<file path="src/rtl/mips_cpu_control_fsm.sv">
// Multi-cycle sequencing controller for the MIPS CPU: steps each instruction through
// fetch/decode/execute/memory/writeback, stalls on bus wait-request and MULT/DIV latency,
// tracks the branch delay slot and halts when the PC reaches zero.
module mips_cpu_control_fsm #(
    parameter int unsigned MULT_CYCLES = 4,
    parameter int unsigned DIV_CYCLES  = 32
) (
    input  logic        clk_i,
    input  logic        reset_ni,
    input  logic [31:0] instr_i,
    input  logic        mem_waitrequest_i,
    input  logic        alu_cond_i,
    input  logic        pc_zero_i,
    output logic        mem_read_o,
    output logic        mem_write_o,
    output logic        addr_sel_o,
    output logic        ir_write_o,
    output logic        target_write_o,
    output logic        pc_write_o,
    output logic        pc_src_o,
    output logic        reg_write_o,
    output logic        hilo_write_o,
    output logic [2:0]  state_o,
    output logic        active_o
);

    localparam int unsigned MaxCycles = (MULT_CYCLES > DIV_CYCLES) ? MULT_CYCLES : DIV_CYCLES;
    localparam int unsigned CntW      = (MaxCycles > 1) ? $clog2(MaxCycles) : 1;

    typedef enum logic [2:0] {
        StFetch  = 3'd0,
        StDecode = 3'd1,
        StExec   = 3'd2,
        StMulDiv = 3'd3,
        StMem    = 3'd4,
        StWb     = 3'd5,
        StHalted = 3'd6
    } state_e;

    state_e          state_q, state_d;
    logic [CntW-1:0] cnt_q, cnt_d;
    logic            delay_pending_q, delay_pending_d;

    logic [5:0] op, funct;
    logic [4:0] rt;
    logic       is_load, is_store, is_muldiv, is_div, is_branch, is_jump, is_link, is_alu;
    logic       muldiv_one;
    logic       complete;
    logic       unused_instr;

    assign op           = instr_i[31:26];
    assign rt           = instr_i[20:16];
    assign funct        = instr_i[5:0];
    assign unused_instr = ^{instr_i[25:21], instr_i[15:6]};

    // Instruction class decode from the instruction register.
    always_comb begin
        is_load   = 1'b0;
        is_store  = 1'b0;
        is_muldiv = 1'b0;
        is_div    = 1'b0;
        is_branch = 1'b0;
        is_jump   = 1'b0;
        is_link   = 1'b0;
        is_alu    = 1'b0;
        case (op)
            6'd0: begin
                case (funct)
                    6'd8:  is_jump = 1'b1;
                    6'd9:  begin is_jump = 1'b1; is_link = 1'b1; end
                    6'd24, 6'd25: is_muldiv = 1'b1;
                    6'd26, 6'd27: begin is_muldiv = 1'b1; is_div = 1'b1; end
                    6'd0, 6'd2, 6'd3, 6'd4, 6'd6, 6'd7,
                    6'd16, 6'd17, 6'd18, 6'd19,
                    6'd32, 6'd33, 6'd34, 6'd35, 6'd36, 6'd37, 6'd38, 6'd39,
                    6'd42, 6'd43: is_alu = 1'b1;
                    default: ;
                endcase
            end
            6'd1: begin
                case (rt)
                    5'd0, 5'd1:   is_branch = 1'b1;
                    5'd16, 5'd17: begin is_branch = 1'b1; is_link = 1'b1; end
                    default: ;
                endcase
            end
            6'd2: is_jump = 1'b1;
            6'd3: begin is_jump = 1'b1; is_link = 1'b1; end
            6'd4, 6'd5, 6'd6, 6'd7: is_branch = 1'b1;
            6'd8, 6'd9, 6'd10, 6'd11, 6'd12, 6'd13, 6'd14, 6'd15: is_alu = 1'b1;
            6'd32, 6'd33, 6'd34, 6'd35, 6'd36, 6'd37, 6'd38: is_load = 1'b1;
            6'd40, 6'd41, 6'd43: is_store = 1'b1;
            default: ;
        endcase
    end

    assign muldiv_one = is_div ? (DIV_CYCLES == 32'd1) : (MULT_CYCLES == 32'd1);

    // Next-state and strobe decode; completion is folded in at the end.
    always_comb begin
        state_d         = state_q;
        cnt_d           = cnt_q;
        delay_pending_d = delay_pending_q;
        mem_read_o      = 1'b0;
        mem_write_o     = 1'b0;
        addr_sel_o      = 1'b0;
        ir_write_o      = 1'b0;
        target_write_o  = 1'b0;
        pc_write_o      = 1'b0;
        pc_src_o        = 1'b0;
        reg_write_o     = 1'b0;
        hilo_write_o    = 1'b0;
        complete        = 1'b0;
        unique case (state_q)
            StFetch: begin
                // A pending delay-slot target means PC==0 is transient, so keep fetching.
                if (pc_zero_i && !delay_pending_q) begin
                    state_d = StHalted;
                end else begin
                    mem_read_o = 1'b1;
                    if (!mem_waitrequest_i) begin
                        ir_write_o = 1'b1;
                        state_d    = StDecode;
                    end
                end
            end
            StDecode: state_d = StExec;
            StExec: begin
                if (is_alu) begin
                    reg_write_o = 1'b1;
                    complete    = 1'b1;
                end else if (is_load || is_store) begin
                    state_d = StMem;
                end else if (is_muldiv) begin
                    if (muldiv_one) begin
                        hilo_write_o = 1'b1;
                        complete     = 1'b1;
                    end else begin
                        cnt_d   = is_div ? CntW'(DIV_CYCLES - 1) : CntW'(MULT_CYCLES - 1);
                        state_d = StMulDiv;
                    end
                end else if (is_branch) begin
                    // Control transfer inside a delay slot is ignored.
                    target_write_o = alu_cond_i && !delay_pending_q;
                    reg_write_o    = is_link;
                    complete       = 1'b1;
                end else if (is_jump) begin
                    target_write_o = !delay_pending_q;
                    reg_write_o    = is_link;
                    complete       = 1'b1;
                end else begin
                    complete = 1'b1;
                end
            end
            StMulDiv: begin
                cnt_d = cnt_q - CntW'(1);
                if (cnt_q == CntW'(1)) begin
                    hilo_write_o = 1'b1;
                    complete     = 1'b1;
                end
            end
            StMem: begin
                addr_sel_o  = 1'b1;
                mem_read_o  = is_load;
                mem_write_o = is_store;
                if (!mem_waitrequest_i) begin
                    if (is_load) state_d = StWb;
                    else         complete = 1'b1;
                end
            end
            StWb: begin
                reg_write_o = 1'b1;
                complete    = 1'b1;
            end
            StHalted: ;
            default: state_d = StFetch;
        endcase
        if (complete) begin
            pc_write_o      = 1'b1;
            pc_src_o        = delay_pending_q;
            delay_pending_d = target_write_o;
            state_d         = StFetch;
        end
    end

    // State, MULT/DIV counter and delay-slot flag registers.
    always_ff @(posedge clk_i or negedge reset_ni) begin
        if (!reset_ni) begin
            state_q         <= StFetch;
            cnt_q           <= '0;
            delay_pending_q <= 1'b0;
        end else begin
            state_q         <= state_d;
            cnt_q           <= cnt_d;
            delay_pending_q <= delay_pending_d;
        end
    end

    assign state_o  = state_q;
    assign active_o = (state_q != StHalted);

endmodule

</file>
<file path="config.mk">
export PLATFORM = sky130hd
export DESIGN_NAME = mips_cpu_control_fsm
export DESIGN_NICKNAME = d
export VERILOG_FILES = /design/src/rtl/mips_cpu_control_fsm.sv
export SDC_FILE = /design/constraint.sdc
export NUM_CORES = 1
export LEC_CHECK = 0
export BUFFER_PORTS_ARGS = -buffer_cell sky130_fd_sc_hd__clkbuf_2
export CAP_MARGIN = 20
export CORE_MARGIN = 2
export CORE_UTILIZATION = 45
export CTS_BUF_LIST = sky130_fd_sc_hd__clkbuf_8
export DETAILED_ROUTE_END_ITERATION = 12
export PLACE_DENSITY = 0.91
export SLEW_MARGIN = 20
export SYNTH_ARGS = -nofsm -noshare
export SYNTH_HDL_FRONTEND = slang
export SYNTH_SLANG_ARGS = --single-unit
export TNS_END_PERCENT = 5
</file>
<file path="constraint.sdc">
create_clock -name clk_i -period 4.45 [get_ports clk_i]
set_input_delay 1.335 -clock clk_i [delete_from_list [all_inputs] [get_ports clk_i]]
set_output_delay 1.335 -clock clk_i [all_outputs]
set_load 0.005 [all_outputs]
</file>
==> impl_metrics.py, run 1 <==
metrics = {
    "clock_tree": {
        "post_cts_buffers": 0,
        "path_clk_slew_ns": 0.04,
        "htree_num_levels": 1,
        "cts_buffer_depth": 2,
        "cts_tree": "built",
        "clock-sinks": 9,
        "insertion_delay_ns": 0.23,
        "cts_resized": 0,
        "root_buffer": "clkbuf_8",
        "cts_hold_buf": 0,
        "cts_buffers": 3,
    },
    "place": {
        "place_hpwl_um": 1690,
        "gp_congestion": 0.802,
        "port-buffer-count": 33,
    },
    "route": {
        "drc_errors": 0,
        "drtPass1Iterations": 4,
        "vias": 935,
        "drt_iter0_drc": 7,
        "wire_per_inst_um": 12.1,
        "antenna_left": 0,
        "via_per_inst": 5.47,
        "wl_um": 2070,
    },
    "final_layout": {
        "mostFrequentLayoutCells": "clkbuf_2, nor2_1, nor3_1, a21oi_1, dfrtp_1",
        "n_fill_cell": 202,
        "n_antenna_cell": 0,
        "final_layout_size_suffix_gt1_frac": 0.319,
        "utilization": 0.581,
        "final_common_cell": "clkbuf_2",
        "finalNetCount": 184,
        "area_delta_synth_final_pct": 24.1,
    },
    "grt": {
        "antenna_found_initial": 0,
        "grt_overflow": 0,
        "grt_max_degree": 20,
        "grt_pass1_wl_um": 3390,
        "grt_usage": 0.181,
        "grt_pass1_vias": 863,
    },
    "floorplanning": {
        "die-area_um2": 2370,
        "coreArea_um2": 1920,
        "io_pins": 50,
        "fp-row-count": 16,
        "start_util": 0.468,
        "fp.dieH_um": 48.7,
        "die_w_um": 48.7,
    },
    "synthesis": {
        "synth_warnings": 0,
        "avgSynthCellArea_um2": 8.10,
        "syn-num-nets": 150,
        "ys_ff_latch": 9,
        "syn_area_um2": 900,
        "synthCells": 111,
        "synth_seq_area_share": 0.250,
        "synth.distinct_cells": 41,
    },
    "timing": {
        "maxSlewHeadroom": 0.663,
        "post-route-period-util": 0.920,
        "tns_ns": 0,
        "hold_violations": 0,
        "fin_crit_ns": 4.09,
        "fin_skew_ns": 0.00284,
        "drv_slew": 0,
        "tightest_slew_ns": 0.506,
        "setup_violations": 0,
        "fmax_mhz": 244,
        "rsz0062_at_grt": "false",
    },
    "worst_setup_path": {
        "worstPathRequired_ns": 3.12,
        "crit_path_max_fanout": 5,
        "max_stage_delay_ns": 0.33,
        "crit_buf_inv": 3,
        "crit_family": "buffers and inverters",
        "path_cells": "clkbuf_2 > mux2_4 > a221oi_4 > nor3_1 > or3_1 > buf_4 > clkbuf_2",
        "arrival_ns": 2.76,
        "slowest_stage": "or3_1",
        "cpMostUsedCell": "clkbuf_2",
        "worstSetupPathType": "in -> out",
        "critPathCaptureType": "output pin",
        "start_kind": "primary input",
    },
    "pwr": {
        "power_density_nw_per_um2": 482,
        "power.ir.vdd_worst_mv": 0.285,
        "leakage_nw": 0.526,
    },
    "run": {
        "maxCapViolCount": 0,
    },
    "outcome": {
        "status": "completed",
    },
    "worst_hold_path": {
        "holdCritPathClass": "reg -> reg",
    },
}
synth_stat cells (all sizes together):
cell type | count | area share
nor3 | 13 | 0.083
or3b | 1 | 0.0097
buf | 3 | 0.031
dfrtp | 9 | 0.25
and4b | 1 | 0.011
nand2b | 5 | 0.035
a31oi | 2 | 0.014
nor3b | 1 | 0.014
o21ai | 1 | 0.0056
ha | 2 | 0.028
o21bai | 2 | 0.017
a21o | 1 | 0.0083
and3 | 1 | 0.0070
o41ai | 1 | 0.0097
and2 | 3 | 0.024
nand2 | 6 | 0.025
o221ai | 1 | 0.0097
a41o | 1 | 0.011
clkbuf | 2 | 0.0083
and4bb | 1 | 0.014
nor4b | 1 | 0.0097
nor2 | 13 | 0.054
o2111a | 1 | 0.013
mux2 | 1 | 0.017
or3 | 2 | 0.014
a311oi | 2 | 0.019
inv | 7 | 0.029
a211oi | 2 | 0.028
a21oi | 11 | 0.061
nand3b | 2 | 0.017
a221o | 1 | 0.011
nand3 | 1 | 0.0056
o32ai | 1 | 0.0097
nor4 | 1 | 0.0070
o21a | 3 | 0.025
nor2b | 4 | 0.036
a221oi | 1 | 0.029
per-stage QoR:
stage	hold WS (ns)	std cells	setup slack, ns	instance area, µm²	total power, mW
6_report	0.515	171	0.356	1120	0.538
5_1_grt	0.530	171	0.301	1120	0.587
4_1_cts	0.519	171	0.349	1120	0.545
3_5_place_dp	0.517	167	0.357	1070	0.450
3_3_place_gp	0.482	167	0.378	1070	0.434
2_1_floorplan	0.461	111	0.496	900	0.370
where the power goes:
part	switching (mW)	internal, mW	total, mW
Combinational	0.131	0.137	0.267
Clock	0.0322	0.0600	0.0922
Sequential	0.0608	0.117	0.178
Total	0.224	0.314	0.538
cell type report:
class,instances,area [µm²],share of cell area
well taps,27,33.8,0.0303
clock buffers,3,41.3,0.0370
flip-flops and latches,9,225,0.202
inverters,7,26.3,0.0235
repair buffers,34,173,0.155
clock inverters,1,3.75,0.00336
multi-input cells,90,613,0.549
per-layer routing:
metal / wire length [µm] / GRT usage / vias to the layer above / share of wire
met2: 1060 / 0.345 / 29 / 0.51
met4: 41 / 0.0952 / 0 / 0.020
li1: - / - / 477 / -
met1: 868 / 0.185 / 424 / 0.42
met3: 99 / 0.0309 / 5 / 0.048
met5: 0 / 0 / - / 0
flip-flops by register name, indices dropped and copies added, names as in the netlist:
name / count
cnt_q: 5
state_o: 3
delay_pending_q: 1
cells by family after synthesis:
group,share of synthesized area
AOI/OAI and AO/OA,0.271
adders and majority gates,0.0278
buffers and inverters,0.0682
DFF,0.250
muxes,0.0167
and+or+nand+nor,0.366
final timing paths:
check	start	endpoint	slack, ns	cells past startpoint
min in group asynchronous	reset_ni	cnt_q[2]	0.95	1
max in group asynchronous	reset_ni	state_o[1]	3.30	1
hold reg to reg	cnt_q[3]	cnt_q[3]	0.51	1
setup / recovery	instr_i[26]	pc_write_o	0.36	7
setup reg to reg	state_o[1]	state_o[1]	2.57	6
hold / removal	cnt_q[3]	cnt_q[3]	0.51	1
(Power assumes the default switching activity.)
==> run 2: changes to the inputs <==
BUFFER_PORTS_ARGS = not set   (was -buffer_cell sky130_fd_sc_hd__clkbuf_2)
CORE_UTILIZATION = 50   (was 45)
DONT_BUFFER_PORTS = 1   (was not set)
PLACE_DENSITY = 0.75   (was 0.91)
SLEW_MARGIN = 40   (was 20)
==> run 2 against run 1 <==
  * Cell area fell by 16%
  * Flip-flop and latch count is the same
  * Clock skew is essentially flat
  * Sequential power barely moved
  * Largest cell class unchanged
  * Largest power group unchanged
  * Highest routed layer unchanged
==> impl_metrics.py, run 2 (same netlist as run 1, synthesis figures left out) <==
metrics = {
    "route": {
        "wl_met1_um": 789,
        "wire_per_inst_um": 14.3,
        "vias": 812,
        "wl_met3_um": 140,
        "antenna_left": 0,
        "drtPass1Iterations": 4,
        "top_layer": "met4",
        "drt_iter0_drc": 5,
        "wl_um": 1930,
        "via_per_inst": 6.01,
        "wl_met2_um": 983,
        "drc_errors": 0,
    },
    "timing": {
        "hold_violations": 0,
        "post-route-period-util": 0.889,
        "fin_skew_ns": 0.00322,
        "fmax_mhz": 253,
        "rsz0062_at_grt": "false",
        "tns_ns": 0,
        "worst_slack_ns": 0.495,
        "holdWs_ns": 0.497,
        "maxSlewHeadroom": 0.648,
        "setup_violations": 0,
        "fin_crit_ns": 3.96,
        "tightest_slew_ns": 0.528,
        "drv_slew": 0,
    },
    "final_layout": {
        "largest_reg_flops": 5,
        "design_area_um2": 941,
        "fin_cells": 135,
        "mostFrequentLayoutCells": "nor2_1, nor3_1, a21oi_1",
        "final_common_cell": "nor2_1",
        "finalNetCount": 150,
        "n_fill_cell": 167,
        "area_delta_synth_final_pct": 4.59,
        "n_antenna_cell": 0,
        "top_register": "cnt_q",
        "final_layout_size_suffix_gt1_frac": 0.109,
    },
    "pwr": {
        "leakage_nw": 0.380,
        "power_density_nw_per_um2": 512,
        "power.ir.vdd_worst_mv": 0.389,
    },
    "place": {
        "preCtsSetupSlack_ns": 0.486,
        "place_hpwl_um": 1570,
        "placed_cells": 131,
        "gp_congestion": 0.832,
        "port-buffer-count": 0,
        "place_area_um2": 896,
    },
    "floorplanning": {
        "start_util": 0.527,
        "coreArea_um2": 1710,
        "fp.dieH_um": 46.4,
        "io_pins": 50,
        "die-area_um2": 2150,
        "fp-row-count": 15,
        "die_w_um": 46.4,
    },
    "clock_tree": {
        "post_cts_buffers": 0,
        "root_buffer": "clkbuf_8",
        "cts_tree": "built",
        "insertion_delay_ns": 0.23,
        "cts_buffers": 3,
        "cts_buffer_depth": 2,
        "htree_num_levels": 1,
        "cts_hold_buf": 0,
        "clock-sinks": 9,
        "cts_resized": 0,
        "path_clk_slew_ns": 0.04,
    },
    "worst_setup_path": {
        "max_stage_delay_ns": 0.45,
        "critPathCaptureType": "output pin",
        "path_cells": "mux2_4 > a221oi_4 > nor3_1 > or3_1 > and2_1",
        "worstSetupPathType": "in -> out",
        "arrival_ns": 2.62,
        "regToRegSetupSlack_ns": 2.52,
        "crit_path_max_fanout": 6,
        "worstPathRequired_ns": 3.12,
        "crit-reg2reg-launch": "state_o[1]",
        "reg2regPathDepth": 5,
        "rr_endpoint": "state_o[1]",
        "slowest_stage": "or3_1",
        "start_kind": "primary input",
    },
    "worst_hold_path": {
        "worstHoldStart": "cnt_q[3]",
        "holdPathEnd": "cnt_q[3]",
        "hold_depth": 1,
        "holdCritPathClass": "reg -> reg",
    },
    "grt": {
        "grt_max_degree": 20,
        "antenna_found_initial": 0,
        "grt_pass1_vias": 785,
        "grt_usage": 0.209,
        "grt_pass1_wl_um": 3170,
        "grt_overflow": 0,
    },
    "run": {
        "maxCapViolCount": 0,
    },
    "outcome": {
        "status": "completed",
    },
}
## run 2: cell count changes in the layout (fill, tap and decap cells not counted), sizes merged
| cell | delta |
|---|---|
| clkbuf | -33 |
| buf | -1 |
## run 2: metrics by stage
step	util	total power, mW
after floorplan	-	0.370
after global routing	0.551	0.531
after global placement	0.525	0.386
after detailed placement	0.525	0.396
final	0.551	0.482
after CTS	0.551	0.491
## run 2: cell type report
cell class	instances	area, µm²	share of cell area
Clock buffer	3	41.3	0.0439
Clock inverter	1	3.75	0.00399
Inverter	7	26.3	0.0279
Multi-Input combinational cell	90	613	0.652
Sequential cell	9	225	0.239
Tap cell	25	31.3	0.0332
## run 2: worst max-delay path: cells and delay by family
kind	cells	cell delay, ns
AOI/OAI and AO/OA	1	0.26
muxes	1	0.29
and+or+nand+nor	3	0.74
## run 2: how the worst max path moves through the flow
stage / to / startpoint / cells past startpoint
final: pc_src_o / instr_i[26] / 5
after global routing: pc_src_o / instr_i[26] / 5
after CTS: pc_src_o / instr_i[26] / 5
after detailed placement: pc_src_o / instr_i[26] / 5
after global placement: pc_src_o / instr_i[26] / 5
after floorplan: pc_src_o / instr_i[28] / 7
## run 2: layer usage
layer / GRT usage / vias to the layer above
met3: 0.0627 / 3
met2: 0.336 / 20
met1: 0.252 / 381
met5: 0 / -
li1: - / 408
met4: 0.0971 / 0
## run 2: power by group
part	switching (mW)	internal (mW)	leakage [nW]
logic	0.109	0.103	0.249
clock network	0.0307	0.0599	0.0269
registers	0.0625	0.117	0.104
total	0.202	0.280	0.380
